`src/rtl/button_mode_select.sv`:
```
// Push-button mode selector: a short press steps the filter mode index with wrap-around,
// and a long press returns it to the bypass mode.
//
// state     | meaning
// ----------+-------------------------------------------------------------
// S_IDLE    | button released, hold counter cleared, waiting for a rising edge
// S_PRESSED | button held, counting toward the long-press limit
// S_HELD    | long press already reported, waiting for release
module button_mode_select #(
    parameter int CLOCK_FREQ    = 50000000,
    parameter int LONG_PRESS_MS = 1000,
    parameter int NUM_MODES     = 4,
    parameter int MODE_W        = 2,
    parameter int INIT_MODE     = 0
) (
    input  logic              clk,
    input  logic              rst,
    input  logic              btn_i,
    output logic [MODE_W-1:0] mode_o,
    output logic              mode_changed_o,
    output logic              short_press_o,
    output logic              long_press_o,
    output logic              pressed_o
);

    localparam logic [31:0]       LONG_LIM  = 32'((CLOCK_FREQ / 1000) * LONG_PRESS_MS);
    localparam logic [31:0]       LONG_LAST = LONG_LIM - 32'd1;
    localparam logic [MODE_W-1:0] MODE_LAST = MODE_W'(NUM_MODES - 1);
    localparam logic [MODE_W-1:0] MODE_INIT = MODE_W'(INIT_MODE);

    typedef enum logic [1:0] {
        S_IDLE    = 2'd0,
        S_PRESSED = 2'd1,
        S_HELD    = 2'd2
    } state_t;

    state_t            r_state;
    state_t            w_state_nxt;
    logic [31:0]       r_cnt;
    logic [31:0]       w_cnt_nxt;
    logic              r_btn_q;
    logic              w_rise;
    logic [MODE_W-1:0] r_mode;
    logic [MODE_W-1:0] w_mode_nxt;
    logic              r_short;
    logic              r_long;
    logic              r_chg;
    logic              w_short_nxt;
    logic              w_long_nxt;
    logic              w_chg_nxt;

    // btn_q resets high so a button held through reset is not mistaken for a new press.
    assign w_rise = btn_i & ~r_btn_q;

    always_ff @(posedge clk or posedge rst) begin
        if (rst) begin
            r_state <= S_IDLE;
            r_cnt   <= '0;
            r_btn_q <= 1'b1;
        end else begin
            r_state <= w_state_nxt;
            r_cnt   <= w_cnt_nxt;
            r_btn_q <= btn_i;
        end
    end

    always_comb begin
        w_state_nxt = r_state;
        w_cnt_nxt   = r_cnt;
        case (r_state)
            S_IDLE: begin
                w_cnt_nxt = '0;
                if (w_rise) w_state_nxt = S_PRESSED;
            end
            S_PRESSED: begin
                if (!btn_i) begin
                    w_state_nxt = S_IDLE;
                    w_cnt_nxt   = '0;
                end else begin
                    w_cnt_nxt = r_cnt + 32'd1;
                    if (r_cnt == LONG_LAST) w_state_nxt = S_HELD;
                end
            end
            S_HELD: begin
                if (!btn_i) begin
                    w_state_nxt = S_IDLE;
                    w_cnt_nxt   = '0;
                end
            end
            default: begin
                w_state_nxt = S_IDLE;
                w_cnt_nxt   = '0;
            end
        endcase
    end

    // Release is tested first so a release on the limit cycle counts as a short press.
    always_comb begin
        w_mode_nxt  = r_mode;
        w_short_nxt = 1'b0;
        w_long_nxt  = 1'b0;
        w_chg_nxt   = 1'b0;
        if (r_state == S_PRESSED) begin
            if (!btn_i) begin
                w_short_nxt = 1'b1;
                w_chg_nxt   = 1'b1;
                w_mode_nxt  = (r_mode == MODE_LAST) ? '0 : r_mode + MODE_W'(1);
            end else if (r_cnt == LONG_LAST) begin
                w_long_nxt = 1'b1;
                w_chg_nxt  = (r_mode != MODE_INIT);
                w_mode_nxt = MODE_INIT;
            end
        end
    end

    always_ff @(posedge clk or posedge rst) begin
        if (rst) begin
            r_mode  <= MODE_INIT;
            r_short <= 1'b0;
            r_long  <= 1'b0;
            r_chg   <= 1'b0;
        end else begin
            r_mode  <= w_mode_nxt;
            r_short <= w_short_nxt;
            r_long  <= w_long_nxt;
            r_chg   <= w_chg_nxt;
        end
    end

    assign mode_o         = r_mode;
    assign mode_changed_o = r_chg;
    assign short_press_o  = r_short;
    assign long_press_o   = r_long;
    assign pressed_o      = (r_state != S_IDLE);

endmodule

```
`config.mk`:
```
export PLATFORM = sky130hd
export DESIGN_NAME = button_mode_select
export DESIGN_NICKNAME = d
export VERILOG_FILES = /design/src/rtl/button_mode_select.sv
export SDC_FILE = /design/constraint.sdc
export NUM_CORES = 1
export LEC_CHECK = 0
export ABC_AREA = 1
export BUFFER_PORTS_ARGS = -buffer_cell sky130_fd_sc_hd__buf_2
export CAP_MARGIN = 40
export CORE_MARGIN = 4
export CORE_UTILIZATION = 40
export CTS_BUF_LIST = sky130_fd_sc_hd__clkbuf_4 sky130_fd_sc_hd__clkbuf_8
export DETAILED_ROUTE_END_ITERATION = 12
export SLEW_MARGIN = 10
export SYNTH_ARGS = -nofsm -noshare
export SYNTH_HDL_FRONTEND = slang
export SYNTH_SLANG_ARGS = --single-unit
```
`constraint.sdc`:
```
create_clock -name clk -period 1.3 [get_ports clk]
set_clock_uncertainty 0.05 [all_clocks]
set_input_delay 0.065 -clock clk [delete_from_list [all_inputs] [get_ports clk]]
set_output_delay 0.065 -clock clk [all_outputs]
set_load 0.03 [all_outputs]
```
## Word level (Yosys, flattened, before mapping)

Cells that the tools add are included.

| operators by class | value |
|---|---|
| $add $sub $neg | 2 |
| eq/ne operators | 8 |
| multiplexer cells | 19 |
| bitwise operators | 2 |
| reductions and logical operators | 5 |

Operators by type and width:

| cell | count |
|---|---|
| $mux W32 | 2 |
| $pmux W32 S2 | 1 |
| $add A32 B1 Y32 const B | 1 |
| $eq A32 B26 Y1 const B | 1 |
| $mux W2 | 7 |
| $mux W1 | 8 |
| $pmux W2 S3 | 1 |
| $eq A2 B2 Y1 const B | 2 |
| $ne A2 B2 Y1 const B | 2 |
| $reduce_bool A2 Y1 | 2 |
| $ne A3 B2 Y1 const B | 1 |
| $reduce_and A3 Y1 | 1 |
| $add A2 B1 Y2 const B | 1 |
| $eq A2 B1 Y1 const B | 1 |
| $logic_not A2 Y1 | 1 |
| $ne A2 B1 Y1 const B | 1 |
| $reduce_and A2 Y1 | 1 |
| $and A1 B1 Y1 | 1 |
| $not A1 Y1 | 1 |

| word-level totals | value |
|---|---|
| register bits | 40 |
| logic and storage cells | 43 |

## Longest topological paths before layout

| logic depth | value |
|---|---|
| depth in word-level cells | 4 |
| gate-level depth with buffers | 10 |

## Worst setup path before layout

Ideal clock, no wire load.

| timing path | value |
|---|---|
| kind | reg2reg |
| start point | reg r_cnt[0] |
| end point | reg r_cnt[28] |
| arrival | 1.240 ns |
| data required time | 1.118 ns |
| setup slack | -0.122 ns |
| stages on the path, launching flop included | 9 |
| cell sequence | dfrtp_1 ha_1 nand2_1 nor2_4 nand3_1 nor2_1 nand3_1 nand3_1 o21ai_0 |

| between the ends | value |
|---|---|
| longest elaborated chain between the ends | 3 |

RTL lines:

| element | line | source |
|---|---|---|
| start: declaration | 39 | `logic [31:0] r_cnt;` |
| start signal: assignment | 62 | `r_cnt <= w_cnt_nxt;` |
| $add A32 B1 Y32 | 80 | `w_cnt_nxt = r_cnt + 32'd1;` |
| $mux W32 | 76 | `if (!btn_i) begin` |
| $pmux W32 S2 | 70 | `case (r_state)` |

Every way passes these cells.
A chain may end at the register's enable or synchronous reset.

## Worst setup path in the final report

| timing path | value |
|---|---|
| start point | reg r_cnt[1] |
| end point | reg r_cnt[10] |

The elaborated chain is that of the path after synthesis.

==> run metrics <==
outcome finished, violations left; failing checks negative setup slack; routed via count 2,617; Net count, final 468; CP max FO 6; post-synth top area cell dfrtp_1; final WL 7080 µm; io pins 9; GP Congestion around 0.91; Buf/Inv on CP 1; P_leak 1.68 nW; Final Max Slew Viols 0; fin crit share 122%; PwrDens 786 nW/µm²; flop2flop setup slack -0.28 ns; row count 28; overall global routing resource usage about a fifth; layout cell share with drive strength beyond 1 31.1%; clock buffer depth 2; antenna violations before repair 0; DRC Markers 0; Setup crit end kind flop; endpoints failing setup 34; placed cell area 3240 µm²; Via density 4.86; Yosys Warn Count 0; maximum clock frequency roughly 630 MHz; # H-tree levels 2; final hold slack approximately 0.22 ns; Worst-Margin Slew 0.492 ns; worst skew pair latency 0.31 ns; post-synth top area share 38.2%; Cell Chain, Critical Path ha_2 -> nand2_4 -> nor2_4 -> nand3_4 -> buf_4 -> nor2_1 -> nor2_1 -> nor3_1; Worst path most repeated cell nor2_1; r2r worst-path depth 8; Final Hold Vio Count 0; WL/cell 13.2 µm; TritonCTS clock tree done; largest net degree at the start of global routing 22; vias in the first global route 2,571; Unique masters post-synth 31; Crit Path Class reg2reg; synthesized area 2560 µm²; initial core utilization a little over two fifths; die area 7740 µm²; initial DRC count approximately 120; worst path required time 1.47 ns; WP data arrival roughly 1.8 ns; syn_nets 381; Layout Cells excl Fill 538; Core Area 6060 µm²; HP Class in2async; Antenna diodes 0; CTS Buf Count 5; CP max-delay cell dfrtp_1; worst setup margin -0.283 ns; Pre-antenna DRT Iters 4; crit path launch type flop; cell family with most CP delay simple AND/OR/NAND/NOR gates; Clock Sinks 40; worst reg2reg endpoint r_cnt[10]; grt total ovfl 0; Max-slew headroom about two thirds; syn_area_per_cell 6.82 µm²; Gate Count Post-Synth 375; min Tclk post-route 1.58 ns; die span in x 88.0 µm; dpl cells 520; DPL Wire Length 5120 µm; Max VDD drop 574 µV; part of the Yosys area used for sequential elements 39.2%; Worst path max stage delay 0.37 ns; P&R area growth vs syn 40.0%; fin area 3580 µm²; Seq cells post-synth 40; Die Y 88.0 µm; Buffers on Ports 8; main area contributors after synthesis dfrtp_1 (38%), nand2_1 (17%), inv_1 (7.6%), nor2_1 (7.6%), nand3_1 (7.2%); Max-cap violations 0; Antenna Nets Post-Route 0; first-pass GRT wire length 11,900 µm; CTS clock-pin slew for the worst setup and hold paths 0.09 ns; Reg-to-Reg Start r_cnt[1]; CTS Root Buffer Type clkbuf_8; RSZ-0062 raised after global routing yes
-- timing repair --
item	4_1_cts	5_1_grt
gates resized for setup	21	19
endpoints found under the hold margin	31	0
setup buffers	4	4
pin swaps	7	6
hold buffers	2	0
setup endpoints to repair	35	37
cloned	0	0
-- worst reg2reg max path, cell delays in order, from the launching register on --
cell	delay, ns
dfrtp_1	0.37
ha_2	0.21
nand2_4	0.06
nor2_4	0.23
nand3_4	0.15
buf_4	0.17
nor2_1	0.09
nor2_1	0.05
nor3_1	0.12
-- cell usage after synthesis (all sizes together) --
master   instances
a21oi           15
dfstp            1
clkbuf           2
nand3           40
or2              2
o21ai            9
a2bb2oi          1
o41ai            1
o22ai            3
nand2          119
inv             53
buf              5
dfrtp           39
a32o             1
a31oi            1
a22o             1
nor3             9
and2             1
a22oi            1
nand3b           1
ha               3
nand4            3
nor2            64
-- area by class of cell --
cell class | count | area (µm²)
clock buffer | 6 | 82.6
inverter | 53 | 199
clock inverter | 2 | 38.8
tap | 75 | 93.8
fill | 577 | 2480
timing repair buffer | 87 | 711
multi-input combinational | 275 | 1450
sequential | 40 | 1000
-- flip-flops by register name, summed over array words and instances, names as in the netlist --
register	cells
r_state	2
mode_changed_o	1
r_btn_q	1
mode_o	2
long_press_o	1
short_press_o	1
r_cnt	32
-- kinds of logic (layout without fill, tap and decap cells) --
group	Yosys count	count (layout)	share of synthesized area, %
simple gates	239	239	42.5
compound gates	33	33	7.39
buf+inv	60	148	9.44
fa+ha+maj	3	3	1.47
flops	40	40	39.2
-- metal layers --
metal	global-route usage (%)	vias up	share of wire (%)
met5	0	-	0
met4	5.16	0	1.0
met3	2.92	8	3.0
met2	34.2	38	49
met1	25.4	1214	47
li1	-	1357	-
-- worst max path at each step --
stage | startpoint | endpoint | slack [ns] | cells after the start
after global placement | r_cnt[0] | mode_o[1] | -0.22 | 10
after floorplan | r_cnt[0] | mode_o[0] | -0.12 | 10
after global routing | r_cnt[0] | r_cnt[28] | -0.38 | 9
after detailed placement | r_cnt[0] | r_cnt[30] | -0.29 | 8
after CTS | r_cnt[0] | r_cnt[24] | -0.24 | 9
final | r_cnt[1] | r_cnt[10] | -0.28 | 8
-- power breakdown --
| part | total [W] | switching (W) | internal (W) |
|---|---|---|---|
| Sequential | 0.00131 | 0.0000324 | 0.00128 |
| Combinational | 0.000368 | 0.000226 | 0.000142 |
| Clock | 0.00113 | 0.000502 | 0.000629 |
-- cell usage in the layout (no fill, tap or decap), types with 2 or more instances in the layout --
master and instances:
a21oi_1 14, buf_12 5, buf_2 7, buf_4 71, buf_6 2, clkbuf_8 6, dfrtp_1 39, dlygate4sd3_1 2
ha_1 2, inv_1 48, inv_2 4, nand2_1 111, nand2_2 5, nand2_4 3, nand3_1 29, nand3_2 8
nand3_4 3, nand4_1 3, nor2_1 43, nor2_2 8, nor2_4 13, nor3_1 7, nor3_2 2, o21ai_0 7
o21ai_1 2, o22ai_1 3
-- metrics by stage --
stage / util [%] / setup TNS (ns) / total power, W / setup slack (ns)
CTS: 57.3 / -5.48 / 0.00283 / -0.244
finish: 59.1 / -6.82 / 0.00281 / -0.283
global route: 59.1 / -10.33 / 0.00293 / -0.385
floorplan: - / -1.08 / 0.00154 / -0.121
global placement: 53.5 / -3.89 / 0.00167 / -0.220
detailed placement: 53.5 / -5.63 / 0.00168 / -0.287
Note: power is estimated with default switching activity, not from simulation.
